===== config.mk =====
export PLATFORM = sky130hd
export DESIGN_NAME = if_stage_mo
export DESIGN_NICKNAME = d
export VERILOG_FILES = /design/src/rtl/if_stage_mo.sv
export SDC_FILE = /design/constraint.sdc
export NUM_CORES = 1
export LEC_CHECK = 0
export CAP_MARGIN = 10
export CELL_PAD_IN_SITES_DETAIL_PLACEMENT = 0
export CELL_PAD_IN_SITES_GLOBAL_PLACEMENT = 2
export CORE_MARGIN = 2
export CORE_UTILIZATION = 40
export CTS_BUF_LIST = sky130_fd_sc_hd__clkbuf_8
export CTS_CLUSTER_SIZE = 12
export DETAILED_ROUTE_END_ITERATION = 7
export DONT_BUFFER_PORTS = 1
export GPL_TIMING_DRIVEN = 0
export HOLD_SLACK_MARGIN = 0.02
export PLACE_DENSITY_LB_ADDON = 0.12
export SYNTH_ARGS = -nofsm -noshare
export SYNTH_HDL_FRONTEND = slang
export SYNTH_SLANG_ARGS = --single-unit

===== constraint.sdc =====
create_clock -name clk -period 4.43 [get_ports clk]
set_clock_uncertainty 0.1 [all_clocks]
set_input_delay 0.6645 -clock clk [delete_from_list [all_inputs] [get_ports clk]]
set_output_delay 0.6645 -clock clk [all_outputs]
set_load 0.01 [all_outputs]

===== src/rtl/if_stage_mo.sv =====
// Instruction-fetch stage: pipelined inst-SRAM requests with several in flight,
// and the returned words queued together with their PCs in front of decode.
module if_stage_mo #(
  parameter int          MAX_OUTSTANDING = 2,
  parameter int          IBUF_DEPTH      = 4,
  parameter logic [31:0] RESET_PC        = 32'h1c000000
) (
  input  logic        clk,
  input  logic        resetn,
  input  logic        ds_allowin,
  output logic        fs_to_ds_valid,
  output logic [31:0] fs_inst,
  output logic [31:0] fs_pc,
  output logic        fs_adef_ex,
  input  logic        br_stall,
  input  logic        br_taken,
  input  logic [31:0] br_target,
  input  logic        wb_ex,
  input  logic [31:0] ex_entry,
  input  logic        ertn_flush,
  input  logic [31:0] ertn_entry,
  output logic        inst_sram_req,
  output logic        inst_sram_wr,
  output logic [1:0]  inst_sram_size,
  output logic [3:0]  inst_sram_wstrb,
  output logic [31:0] inst_sram_addr,
  output logic [31:0] inst_sram_wdata,
  input  logic        inst_sram_addr_ok,
  input  logic        inst_sram_data_ok,
  input  logic [31:0] inst_sram_rdata
);

  localparam int OW = $clog2(MAX_OUTSTANDING + 1);
  localparam int CW = $clog2(IBUF_DEPTH + 1);
  localparam int PW = (IBUF_DEPTH > 1) ? $clog2(IBUF_DEPTH) : 1;
  localparam int FW = (MAX_OUTSTANDING > 1) ? $clog2(MAX_OUTSTANDING) : 1;

  logic [31:0]   fetch_pc;
  logic [OW-1:0] outstanding;
  logic [OW-1:0] discard;
  logic          adef_block;
  logic          started;

  logic [CW-1:0] count;
  logic [PW-1:0] head;
  logic [PW-1:0] tail;
  logic [31:0]   q_pc   [IBUF_DEPTH];
  logic [31:0]   q_inst [IBUF_DEPTH];
  logic          q_adef [IBUF_DEPTH];

  logic [31:0]   pf_pc  [MAX_OUTSTANDING];
  logic [FW-1:0] pf_rd;
  logic [FW-1:0] pf_wr;

  logic          redirect;
  logic [31:0]   redirect_target;
  logic          misaligned;
  logic [15:0]   live;
  logic [15:0]   used;
  logic          req;
  logic          accept;
  logic          resp_keep;
  logic          adef_push;
  logic          push;
  logic          pop;

  function automatic logic [PW-1:0] q_next(input logic [PW-1:0] p);
    return (p == PW'(IBUF_DEPTH - 1)) ? '0 : p + PW'(1);
  endfunction

  function automatic logic [FW-1:0] pf_next(input logic [FW-1:0] p);
    return (p == FW'(MAX_OUTSTANDING - 1)) ? '0 : p + FW'(1);
  endfunction

  assign redirect = wb_ex | ertn_flush | br_taken;

  always_comb begin
    redirect_target = br_target;
    if (wb_ex) begin
      redirect_target = ex_entry;
    end else if (ertn_flush) begin
      redirect_target = ertn_entry;
    end
  end

  // Queue slots already holding entries plus slots promised to live responses.
  assign live = 16'(outstanding) - 16'(discard);
  assign used = 16'(count) + live;

  assign misaligned = fetch_pc[1:0] != 2'b00;

  assign req = started & !redirect & !br_stall & !adef_block & !misaligned
             & (outstanding < OW'(MAX_OUTSTANDING))
             & (used < 16'(IBUF_DEPTH));

  assign accept    = req & inst_sram_addr_ok;
  assign resp_keep = inst_sram_data_ok & (discard == '0) & !redirect;

  // The adef entry waits for every live response so program order is kept.
  assign adef_push = started & !redirect & misaligned & !adef_block
                   & (live == 16'd0) & (count < CW'(IBUF_DEPTH));

  assign push = resp_keep | adef_push;
  assign pop  = (count != '0) & ds_allowin & !redirect;

  always_ff @(posedge clk or negedge resetn) begin
    if (!resetn) begin
      fetch_pc    <= RESET_PC;
      outstanding <= '0;
      discard     <= '0;
      adef_block  <= 1'b0;
      started     <= 1'b0;
      count       <= '0;
      head        <= '0;
      tail        <= '0;
      pf_rd       <= '0;
      pf_wr       <= '0;
    end else begin
      started     <= 1'b1;
      outstanding <= outstanding + OW'(accept) - OW'(inst_sram_data_ok);
      if (accept) begin
        pf_wr <= pf_next(pf_wr);
      end
      if (inst_sram_data_ok) begin
        pf_rd <= pf_next(pf_rd);
      end
      if (redirect) begin
        fetch_pc   <= redirect_target;
        adef_block <= 1'b0;
        discard    <= outstanding - OW'(inst_sram_data_ok);
        count      <= '0;
        head       <= '0;
        tail       <= '0;
      end else begin
        if (accept) begin
          fetch_pc <= fetch_pc + 32'd4;
        end
        if (adef_push) begin
          adef_block <= 1'b1;
        end
        if (inst_sram_data_ok && discard != '0) begin
          discard <= discard - OW'(1);
        end
        if (push) begin
          tail <= q_next(tail);
        end
        if (pop) begin
          head <= q_next(head);
        end
        count <= count + CW'(push) - CW'(pop);
      end
    end
  end

  // Storage needs no reset: count and the FIFO pointers decide what is valid.
  always_ff @(posedge clk) begin
    if (accept) begin
      pf_pc[pf_wr] <= fetch_pc;
    end
    if (push) begin
      q_pc[tail]   <= resp_keep ? pf_pc[pf_rd] : fetch_pc;
      q_inst[tail] <= resp_keep ? inst_sram_rdata : 32'd0;
      q_adef[tail] <= adef_push;
    end
  end

  assign fs_to_ds_valid = count != '0;
  assign fs_pc          = fs_to_ds_valid ? q_pc[head] : 32'd0;
  assign fs_inst        = fs_to_ds_valid ? q_inst[head] : 32'd0;
  assign fs_adef_ex     = fs_to_ds_valid & q_adef[head];

  assign inst_sram_req   = req;
  assign inst_sram_wr    = 1'b0;
  assign inst_sram_size  = 2'b10;
  assign inst_sram_wstrb = 4'b0000;
  assign inst_sram_addr  = req ? fetch_pc : 32'd0;
  assign inst_sram_wdata = 32'd0;

endmodule

# After elaboration in Yosys (flattened, before gate mapping)
# Memory sizes are Yosys's and may differ from the RTL's.
# Index checks and enable logic that the tools add are counted.
dict set report word_totals {
  ramBits 324
  input_bits 137
  ff_bits 47
  word_cells 92
  memories 4
  output_inout_bits 138
}
dict set report classes {
  n_bitwise 19
  n_reduce_logical 15
  order_cmp 3
  n_mux 26
  n_eq_ne 2
  addsub 13
}
# memory words word_bits read_ports rd_clocked_by_memory_dff wr line_no
set memory_table {}
lappend memory_table {q_inst 4 32 1 0 1 48} ;# logic [31:0] q_inst [IBUF_DEPTH];
lappend memory_table {q_pc 4 32 1 0 1 47} ;# logic [31:0] q_pc [IBUF_DEPTH];
lappend memory_table {pf_pc 2 32 1 0 1 51} ;# logic [31:0] pf_pc [MAX_OUTSTANDING];
lappend memory_table {q_adef 4 1 1 0 1 49} ;# logic q_adef [IBUF_DEPTH];
# op count
set ops {}
lappend ops {{2-to-1 mux 32 bit} 9}
lappend ops {{adder 32 x 3 -> 32 bit, second input constant} 1}
lappend ops {{bitwise AND 1 bit} 16}
lappend ops {{zero test 16 bit} 1}
lappend ops {{< comparator 16 x 3 -> 1 bit, second input constant} 1}
lappend ops {{2-to-1 mux 2 bit} 8}
lappend ops {{nonzero test 2 bit} 7}
lappend ops {{2-to-1 mux 1 bit} 8}
lappend ops {{adder 4 x 3 -> 5 bit} 1}
lappend ops {{adder 2 x 1 -> 2 bit, second input constant} 2}
lappend ops {{equality test 2 bit, second input constant} 2}
lappend ops {{zero test 1 bit} 4}
lappend ops {{subtractor 2 x 1 -> 2 bit} 2}
lappend ops {{adder 3 x 1 -> 3 bit} 1}
lappend ops {{< comparator 3 bit, second input constant} 1}
lappend ops {{2-to-1 mux 3 bit} 1}
lappend ops {{OR 1 bit} 3}
lappend ops {{nonzero test 3 bit} 1}
lappend ops {{subtractor 2 x 2 -> 3 bit} 1}
lappend ops {{subtractor 3 x 1 -> 3 bit} 1}
lappend ops {{adder 1 bit, second input constant} 2}
lappend ops {{adder 2 x 1 -> 2 bit} 1}
lappend ops {{zero test 2 bit} 1}
lappend ops {{< comparator 2 bit, second input constant} 1}
lappend ops {{2 further kinds} 2}

# Logic depth before layout (Yosys ltp)
# Gate-level depths: netlist of the first run.
dict set report logic_depth {
  word_depth 12
  depth_mapped 16
  depth_no_buf 15
}

# Least setup slack after synthesis of the first run
# OpenSTA, ideal clock, no wires.
dict set report synth_timing {
  path_type {input-to-reg}
  start {in ertn_flush}
  end {mem q_adef[0], enable pin}
  setup_ps 430
  slack_ps 308
  required_ps 3900
  path_stages 8
  n_path_buf 3
  arrival_time_ps 3592
  cell_sequence {buf_2 > or3_1 > buf_2 > nor3b_1 > and4_1 > or2_1 > buf_2 > and2_1}
}
dict set report synth_between {
  elab_chain_len 11
  elab_cells_between_ends 12
  cone_classes {mux (2); bitwise (9); reduce/logical (1)}
}
# item line_no
set synth_rtl {}
lappend synth_rtl {{start: declaration} 20} ;# input logic ertn_flush,
lappend synth_rtl {{OR 1 bit (2 in series)} 75} ;# assign redirect = wb_ex | ertn_flush | br_taken;
lappend synth_rtl {{zero test 1 bit} 100} ;# assign adef_push = started & !redirect & misaligned & !adef_block
lappend synth_rtl {{bitwise AND 1 bit (3 in series)} 100}
lappend synth_rtl {{bitwise AND 1 bit (2 in series)} 101} ;# & (live == 16'd0) & (count < CW'(IBUF_DEPTH));
lappend synth_rtl {{named net adef_push} 63} ;# logic adef_push;
lappend synth_rtl {{OR 1 bit} 103} ;# assign push = resp_keep | adef_push;
lappend synth_rtl {{2-to-1 mux 1 bit} 160} ;# if (push) begin
lappend synth_rtl {{2-to-1 mux 1 bit (implied by the code)} 163} ;# q_adef[tail] <= adef_push;
lappend synth_rtl {{end: declaration} 49}
# The timed path passes the listed nets, and every way through them passes these cells.

# Worst setup path in the final report of the first run
dict set report layout_timing {
  start {reg outstanding[0]}
  end {out inst_sram_addr[25]}
}
dict set report layout_between {
  elab_chain_len 5
  elab_cells_between_ends 7
  cone_classes {add/sub (2); order compare (2); mux (1); bitwise (2)}
}
# item line_no
set layout_rtl {}
lappend layout_rtl {{start: declaration} 39} ;# logic [OW-1:0] outstanding;
lappend layout_rtl {{start signal: assignment} 120} ;# outstanding <= outstanding + OW'(accept) - OW'(inst_sram_data_ok);
lappend layout_rtl {{subtractor 2 x 2 -> 3 bit} 87} ;# assign live = 16'(outstanding) - 16'(discard);
lappend layout_rtl {{adder 4 x 3 -> 5 bit} 88} ;# assign used = 16'(count) + live;
lappend layout_rtl {{< comparator 16 x 3 -> 1 bit} 94} ;# & (used < 16'(IBUF_DEPTH));
lappend layout_rtl {{bitwise AND 1 bit (*)} 94}
lappend layout_rtl {{named net inst_sram_req} 22} ;# output logic inst_sram_req,
lappend layout_rtl {{2-to-1 mux 32 bit (*)} 176} ;# assign inst_sram_addr = req ? fetch_pc : 32'd0;
lappend layout_rtl {{end: declaration} 26} ;# output logic [31:0] inst_sram_addr,
# Mark *: on every way through the listed nets, which the timed path passes. The rest lies on a longest branch.

==> results.cfg, run 1 <==
[power_and_ir_drop]
peakVddDrop_mv = 0.148
power_frac_comb = 0.109
p_clk_frac = 0.346
swShare = 0.254
power_leakage_uw = 0.00654
pwr-share-seq = 0.545
internal_power_uw = 5540
power_density_nw_per_um2 = 399
p_sw_uw = 1890

[cells_and_area]
drive_gt1_frac = 0.168
register_area_um2 = 10900
final_util = 0.456
fillers = 3724
fin_cells = 1808
multi_input_area_um2 = 5170
areaGrowthSynthToFinish_pct = 12.4
fin_nets = 1388
finish.instance_area_um2 = 18600

[run_status]
status = finished, final reports clean

[timing]
rsz0062_at_grt = no
slew_headroom = 0.375
finalSetupViolations = 0
worst_pin_slew_ps = 937
hold_viol = 0
min_period_ps = 4260
min_period_over_period = 0.961
tns_ps = 0
fmaxAchievable_mhz = 235
report.final.slew_viol_count = 0

[die]
io_pins = 275
die-width_um = 207
die_height_um = 207
initial_core_util = 0.406
die_area_um2 = 43100
rows = 74
fp.coreArea_um2 = 40800

[placement]
dp.cells = 1699
dpl_cell_area_um2 = 17500
numPortBuffers = 0
gp_congestion = 0.880
dp_hpwl_mm = 29.0

[critical_path]
critPathRequiredTime_ps = 3670
cp.arrival_ps = 3490
start_kind = register
crit_type = reg -> out
cp-end-kind = output pin
critPathMaxFanout = 10

[clocking]
htree_levels = 2
clockRootBuffer = clkbuf_8
cts.path.max_buffers = 3
insertion_delay_ps = 620
clkSlewWorstSetupHoldPaths_ps = 60
cts_made_buffers = 61
tritoncts = yes
cts_setup_buffers = 0
clkSinkCount = 371

[synth]
synth-async-reset-ratio = 0.127
syn_area_per_cell_um2 = 14.8
synth_edf_count = 324
postSynthCellCount = 1121
synth_top_area_share = 0.587
yosysSeqAreaShare = 0.659
ys_top_cells_by_area = edfxtp_1, mux4_2, dfrtp_1
synth_cell_type_count = 60
synth_seq_cells = 371
ys.flop_type = edfxtp_1
yosysWarnings = 0
yosysTopAreaCell = edfxtp_1
syn-cell-area_um2 = 16600

[global_route]
globalRouteOverflowTotal = 0
grt_pass1_wl_mm = 63.2
grt_use_total = 0.194
antenna_found_initial = 3
first_global_vias = 10100
grt_max_degree = 48

[routing]
wl_mm = 41.8
drtIter0Drc = 603
ant_nets = 0
firstDrtPassIters = 6
vias = 9532
vias_per_cell = 5.27
post_drt_wl_per_cell_um = 23.1
post-route-drc-count = 0

[run]
max-cap-violations = 0

[hold_path]
min_path_type = in -> reg
-- per-stage QoR --
| step | power, µW | hold slack [ps] | worst slack (ps) |
|---|---|---|---|
| after floorplan | 4690 | 269 | 308 |
| after global placement | 4900 | 273 | -1590 |
| after detailed placement | 4920 | 273 | 353 |
| after CTS | 7520 | 49.5 | 18.8 |
| after global routing | 7780 | 74.0 | 6.26 |
| final | 7430 | 92.1 | 173 |
-- worst paths after layout --
| kind | slack, ps | cells past startpoint | start | end |
|---|---|---|---|---|
| min | 90 | 2 | ex_entry[22] | fetch_pc[22] |
| max reg2reg | 910 | 16 | outstanding[0] | count[2] |
| max in group asynchronous | 3440 | 2 | resetn | fetch_pc[26] |
| max | 170 | 9 | outstanding[0] | inst_sram_addr[25] |
| min in group asynchronous | 510 | 2 | resetn | fetch_pc[17] |
| min reg2reg | 370 | 0 | fetch_pc[21] | pf_pc[1][21] |
-- synthesized netlist by cell type (4+ instances only) --
cell type,number
a211oi_1,5
a21oi_1,78
a22oi_1,18
a2bb2oi_1,6
a31oi_1,4
and2_1,136
and3_1,11
and4_1,4
buf_1,5
buf_2,10
buf_4,42
clkbuf_1,49
dfrtp_1,44
edfxtp_1,324
ha_1,16
inv_1,16
mux2i_1,39
mux4_2,65
nand2_1,29
nand3_1,11
nand4_1,18
nor2_1,82
nor3_1,8
o21ai_0,18
o21ai_1,4
o22a_1,4
o22ai_1,9
xnor2_1,9
xor2_1,12
-- critical path: stages (launching register included) --
cell,delay (ps)
dfrtp_1,340
inv_1,70
ha_1,210
fa_1,450
ha_1,370
or3b_1,430
a21oi_2,210
and3_2,280
buf_2,260
and2_1,270
-- cell type report --
class                      count  area share
tap                          532      0.0357
sequential                   371       0.586
buffer                       109      0.0323
clock buffer                  61      0.0451
inverter                      17     0.00343
multi-input combinational    664       0.278
clock inverter                43     0.00921
timing repair buffer           9      0.0102
antenna                        2    0.000269
-- flip-flops by register name (all words and copies together), names as in the netlist --
name and count:
count 3, fetch_pc 32, q_pc 128, tail 2
adef_block 1, head 2, started 1, pf_pc 64
outstanding 2, q_inst 128, discard 2, pf_wr 1
q_adef 4, pf_rd 1
-- routing by layer --
| layer | global-route usage | wire length [µm] | up-vias |
|---|---|---|---|
| li1 | - | - | 4377 |
| met1 | 0.254 | 18000 | 4753 |
| met2 | 0.326 | 20600 | 325 |
| met3 | 0.0354 | 2090 | 77 |
| met4 | 0.0628 | 1120 | 0 |
| met5 | 0 | 0 | - |
-- power by group through the flow --
stage / registers, µW / logic [µW] / clock network, µW
6_report: 4050 / 809 / 2570
4_1_cts: 4050 / 817 / 2650
3_5_place_dp: 4120 / 797 / 0
2_1_floorplan: 4070 / 615 / 0
5_1_grt: 4060 / 907 / 2810
3_3_place_gp: 4120 / 784 / 0
-- layout by cell type (no fill, tap or decap), types with 10 or more instances in the layout --
cell,n
mux4_2,65
inv_1,33
clkbuf_1,46
clkbuf_8,61
dfrtp_1,44
clkinv_1,21
edfxtp_1,324
a22oi_1,18
a21oi_1,77
ha_1,16
and2_1,132
and3_1,10
conb_1,42
xor2_1,12
mux2i_1,39
buf_2,11
nand4_1,18
nand2_1,29
nand3_1,11
o21ai_0,18
buf_4,42
nor2_1,80
-- repair_timing --
| item | 4_1_cts | 5_1_grt |
|---|---|---|
| gates cloned | 0 | 0 |
| endpoints found under the setup margin | 29 | 29 |
| resized for setup | 5 | 2 |
| hold buffers | 3 | 0 |
| hold endpoints to repair | 48 | 0 |
-- kinds of logic after synthesis --
logic type | Yosys count | share of synthesized area
simple gates | 315 | 0.103
mux | 104 | 0.112
fa+ha+maj | 18 | 0.0145
buf+inv | 126 | 0.0398
xor+xnor | 21 | 0.0111
other cells | 2 | 0.000453
flops | 371 | 0.659
compound gates | 164 | 0.0609
(Power assumes the default switching activity.)
==> run 2: changes to the inputs <==
--- a/config.mk
+++ b/config.mk
@@ -9,7 +9,7 @@
 export CELL_PAD_IN_SITES_DETAIL_PLACEMENT = 0
 export CELL_PAD_IN_SITES_GLOBAL_PLACEMENT = 2
 export CORE_MARGIN = 2
-export CORE_UTILIZATION = 40
+export CORE_UTILIZATION = 46
 export CTS_BUF_LIST = sky130_fd_sc_hd__clkbuf_8
 export CTS_CLUSTER_SIZE = 12
 export DETAILED_ROUTE_END_ITERATION = 7
@@ -17,6 +17,7 @@
 export GPL_TIMING_DRIVEN = 0
 export HOLD_SLACK_MARGIN = 0.02
 export PLACE_DENSITY_LB_ADDON = 0.12
+export SETUP_SLACK_MARGIN = 0.2
 export SYNTH_ARGS = -nofsm -noshare
 export SYNTH_HDL_FRONTEND = slang
 export SYNTH_SLANG_ARGS = --single-unit
==> run 2 against run 1 <==
Net effect: sequential share of layout area is 0.090 points lower; fmax is 4.5% higher; non-clock buffer count stayed put; via count is 0.60% lower; first-iteration DRC count is 4.5% higher; total power is 1.7% higher; sequential cell count stayed put; critical path depth is 2 higher; register-to-register slack better by 60 ps; worst setup slack better by 180 ps; critical endpoint is now inst_sram_addr[2]; highest routed layer unchanged.
==> results.cfg, run 2 (synthesis results as in run 1) <==
[run_status]
status = finished, final reports clean

[placement]
dp_hpwl_mm = 27.9
gp_congestion = 0.876
numPortBuffers = 0

[clocking]
tritoncts = yes
insertion_delay_ps = 610
cts.path.max_buffers = 3
clockRootBuffer = clkbuf_8
clkSlewWorstSetupHoldPaths_ps = 60
cts_setup_buffers = 0
clkSinkCount = 371
htree_levels = 2
cts_made_buffers = 59

[die]
initial_core_util = 0.467
die_height_um = 194
die-width_um = 194
fp.coreArea_um2 = 35500
rows = 69
io_pins = 275
die_area_um2 = 37500

[global_route]
grt_pass1_wl_mm = 60.9
use_met1 = 0.279
globalRouteOverflowTotal = 0
antenna_found_initial = 4
grt_max_degree = 48
met3_usage = 0.0414
first_global_vias = 9847
grt_use_total = 0.215
use_met2 = 0.367
busiest_layer = met2

[routing]
drtIter0Drc = 630
post_drt_wl_per_cell_um = 23.0
ant_nets = 0
vias_per_cell = 5.44
firstDrtPassIters = 5
wl_mm = 40.1
post-route-drc-count = 0
vias = 9475

[critical_path]
path_cells = inv_1, ha_1, fa_2, inv_1, ha_1, and3b_1, o21a_1, nor2_2, and3_4, buf_2, and2_1
critPathLaunch = outstanding[0]
slowest_stage = fa_2
critical-path-max-stage-delay_ps = 530
crit_type = reg -> out
cp.arrival_ps = 3310
cp-end-kind = output pin
worst_r2r_startpoint = outstanding[0]
critPathRequiredTime_ps = 3670
start_kind = register
critPathMaxFanout = 10

[power_and_ir_drop]
power_leakage_uw = 0.00659
power_uw = 7550
power_density_nw_per_um2 = 405
peakVddDrop_mv = 0.207

[timing]
finalSetupViolations = 0
min_period_over_period = 0.919
fmaxAchievable_mhz = 246
rsz0062_at_grt = no
slew_headroom = 0.356
report.final.slew_viol_count = 0
min_period_ps = 4070
worst_pin_slew_ps = 966
hold_viol = 0

[run]
max-cap-violations = 0

[cells_and_area]
areaGrowthSynthToFinish_pct = 12.6
final_cell_mix = edfxtp_1, and2_1, nor2_1, a21oi_1, mux4_2
multi_input_area_um2 = 5210
drive_gt1_frac = 0.184
reg_top3 = q_inst: 128 flops, q_pc: 128 flops, pf_pc: 64 flops
fillers = 3085
fin_nets = 1386
register_area_um2 = 10900
final_util = 0.526
layout_commonest_cell = edfxtp_1

[hold_path]
worstHoldStart = ds_allowin
min_path_type = in -> reg
-- run 2: layout make-up --
class / instances / area share
sequential: 371 / 0.585
multi-input combinational: 664 / 0.279
clock buffer: 60 / 0.0443
buffer: 109 / 0.0324
tap: 461 / 0.0309
clock inverter: 49 / 0.0139
timing repair buffer: 9 / 0.0106
inverter: 17 / 0.00342
antenna: 3 / 0.000403
-- run 2: timing repair --
action | in CTS | in global routing
hold buffers | 3 | 0
resized for setup | 13 | 9
endpoints found under the hold margin | 48 | 0
endpoints found under the setup margin | 30 | 29
-- run 2: report_power, final --
part / internal, µW / total (µW) / switching (µW)
Sequential: 3940 / 4050 / 106
Combinational: 352 / 833 / 480
Clock: 1380 / 2670 / 1300
-- run 2: layer usage --
metal | vias up | share of wire
met4 | 0 | 0.025
met1 | 4708 | 0.42
met3 | 67 | 0.058
li1 | 4373 | -
met2 | 327 | 0.50
met5 | - | 0
-- run 2: worst max-delay path: cells and delay by family (launching register included) --
family,cells,cell delay (ps)
compound gates,1,220
fa+ha+maj,3,990
buf+inv,3,320
flops,1,350
simple gates,4,820
-- run 2: final timing paths --
| check | slack [ps] | cells past startpoint | endpoint |
|---|---|---|---|
| setup / recovery | 360 | 11 | inst_sram_addr[2] |
| hold / removal | 100 | 2 | head[1] |
| setup reg to reg | 970 | 11 | pf_pc[0][17] |
| hold reg to reg | 360 | 0 | pf_pc[1][21] |
| max in group asynchronous | 3430 | 2 | fetch_pc[26] |
| min in group asynchronous | 490 | 2 | tail[1] |
-- run 2: metrics by stage --
step,hold WS [ps],worst slack [ps],area [µm²],setup TNS [ps],cells
after CTS,51.4,201,18600,0,1740
final,101,357,18700,0,1743
after global routing,77.1,199,18700,0,1743
after global placement,275,-1530,17300,-441150,1622
after detailed placement,275,374,17500,0,1628
after floorplan,269,308,16700,0,1161
==> run 3: changes to the inputs <==
--- a/config.mk
+++ b/config.mk
@@ -16,7 +16,7 @@
 export DONT_BUFFER_PORTS = 1
 export GPL_TIMING_DRIVEN = 0
 export HOLD_SLACK_MARGIN = 0.02
-export PLACE_DENSITY_LB_ADDON = 0.12
+export PLACE_DENSITY = 0.87
 export SETUP_SLACK_MARGIN = 0.2
 export SYNTH_ARGS = -nofsm -noshare
 export SYNTH_HDL_FRONTEND = slang
==> run 3 against run 2 <==
Net effect: wire length down 4.0%; non-clock buffer count down 1; critical path depth down 2; fmax up 0.12%; worst setup slack better by 5.1 ps; via count down 0.53%; final area up 0.52%; core utilization up 0.27 points; clock power up 6%; largest cell class unchanged; largest power group unchanged.
==> results.cfg, run 3 (synthesis results as in run 1) <==
[cells_and_area]
fillers = 2996
areaGrowthSynthToFinish_pct = 13.2
final_util = 0.528
drive_gt1_frac = 0.189
fin_cells = 1741
reg_top3 = q_inst: 128 flops, q_pc: 128 flops, pf_pc: 64 flops
fin_nets = 1384
final_cell_mix = edfxtp_1, and2_1, nor2_1, a21oi_1, mux4_2
layout_commonest_cell = edfxtp_1

[die]
die_area_um2 = 37500
rows = 69
initial_core_util = 0.467
io_pins = 275
die_height_um = 194
fp.coreArea_um2 = 35500
die-width_um = 194

[global_route]
grt_use_total = 0.203
antenna_found_initial = 2
first_global_vias = 9670
grt_max_degree = 48
globalRouteOverflowTotal = 0
grt_pass1_wl_mm = 58.0

[hold_path]
worstHoldStart = inst_sram_data_ok
min_path_type = in -> reg

[routing]
ant_nets = 0
post_drt_wl_per_cell_um = 22.1
post-route-drc-count = 0
drtIter0Drc = 498
vias = 9425
firstDrtPassIters = 5
vias_per_cell = 5.41
wl_mm = 38.5

[clocking]
htree_levels = 2
insertion_delay_ps = 590
clockRootBuffer = clkbuf_8
cts.path.max_buffers = 3
tritoncts = yes
cts_made_buffers = 58
cts_setup_buffers = 0
clkSlewWorstSetupHoldPaths_ps = 60
clkSinkCount = 371

[critical_path]
critPathRequiredTime_ps = 3670
cp_num_buf_inv = 2
crit_type = reg -> out
path_cells = inv_1, ha_1, fa_2, ha_1, or3b_4, a21oi_2, and3_4, clkbuf_4, and2_1
critical-path-max-stage-delay_ps = 430
slowest_stage = or3b_4
cp.arrival_ps = 3300
critPathMostFrequentCell = ha_1
critPathLaunch = outstanding[0]
cp-end-kind = output pin
critPathMaxFanout = 10
crit_family = adder cells
worst_r2r_startpoint = outstanding[0]
start_kind = register

[timing]
hold_viol = 0
slew_headroom = 0.393
report.final.slew_viol_count = 0
finalHoldWorstSlack_ps = 60.5
rsz0062_at_grt = no
min_period_ps = 4070
tns_ps = 0
fmaxAchievable_mhz = 246
min_period_over_period = 0.918
finalSetupViolations = 0
worst_pin_slew_ps = 910

[power_and_ir_drop]
power_density_nw_per_um2 = 411
peakVddDrop_mv = 0.220
power_uw = 7710
power_leakage_uw = 0.00665

[placement]
numPortBuffers = 0
dp_hpwl_mm = 26.6
gp_congestion = 0.856
dp.cells = 1628

[run_status]
status = finished, final reports clean

[run]
max-cap-violations = 0
-- run 3: cell count changes in the layout (fill, tap and decap cells not counted), moves of 2 or more --
cell and change:
buf_16 +2, diode_2 -2, and2_2 +2, buf_12 -2, inv_1 +2, clkbuf_8 +3, bufinv_16 +2, clkinv_1 -4
and2_4 +2, clkinv_2 -3, and2_1 -4
-- run 3: path summary, 6_finish.rpt --
path / end / slack [ps] / cells past startpoint
setup / recovery: inst_sram_addr[25] / 360 / 9
min in group asynchronous: fetch_pc[20] / 510 / 2
hold reg to reg: pf_pc[1][18] / 370 / 0
max in group asynchronous: fetch_pc[27] / 3420 / 2
setup reg to reg: count[2] / 960 / 16
hold / removal: pf_rd / 60 / 1
-- run 3: layout make-up --
cell class                      instances  area, µm²  area share
Sequential cell                       371      10900       0.582
Multi-Input combinational cell        664       5210       0.278
Clock buffer                           63        867      0.0462
Buffer                                109        607      0.0324
Tap cell                              461        577      0.0308
Clock inverter                         47        305      0.0163
Timing Repair Buffer                    8        203      0.0108
Inverter                               17       63.8     0.00340
Antenna cell                            1       2.50    0.000133
-- run 3: power breakdown --
group | internal (µW) | total (µW) | switching, µW
Clock | 1550 | 2840 | 1290
Sequential | 3940 | 4050 | 109
Combinational | 352 | 821 | 469
-- run 3: worst register-to-register path, delay by kind of cell (launching register included) --
kind	cells	cell delay, ps
xor+xnor	2	330
simple gates	4	790
fa+ha+maj	5	1360
buf+inv	5	410
flops	1	350
-- run 3: what timing repair did --
item / 4_1_cts / 5_1_grt
hold buffers: 2 / 0
hold endpoints to repair: 47 / 0
cloned: 0 / 0
setup endpoints to repair: 30 / 29
resized for setup: 12 / 17
-- run 3: per-stage QoR --
step                setup slack [ps]  cell area [µm²]
floorplan                        308            16700
global placement               -1360            17300
detailed placement               388            17500
CTS                              250            18700
global route                     224            18700
finish                           363            18700
-- run 3: routing by layer --
| metal | part of all wire | global-route usage | vias up |
|---|---|---|---|
| li1 | - | - | 4381 |
| met1 | 0.41 | 0.258 | 4634 |
| met2 | 0.51 | 0.353 | 338 |
| met3 | 0.060 | 0.0409 | 70 |
| met4 | 0.025 | 0.0630 | 2 |
| met5 | 0.00034 | 0 | - |
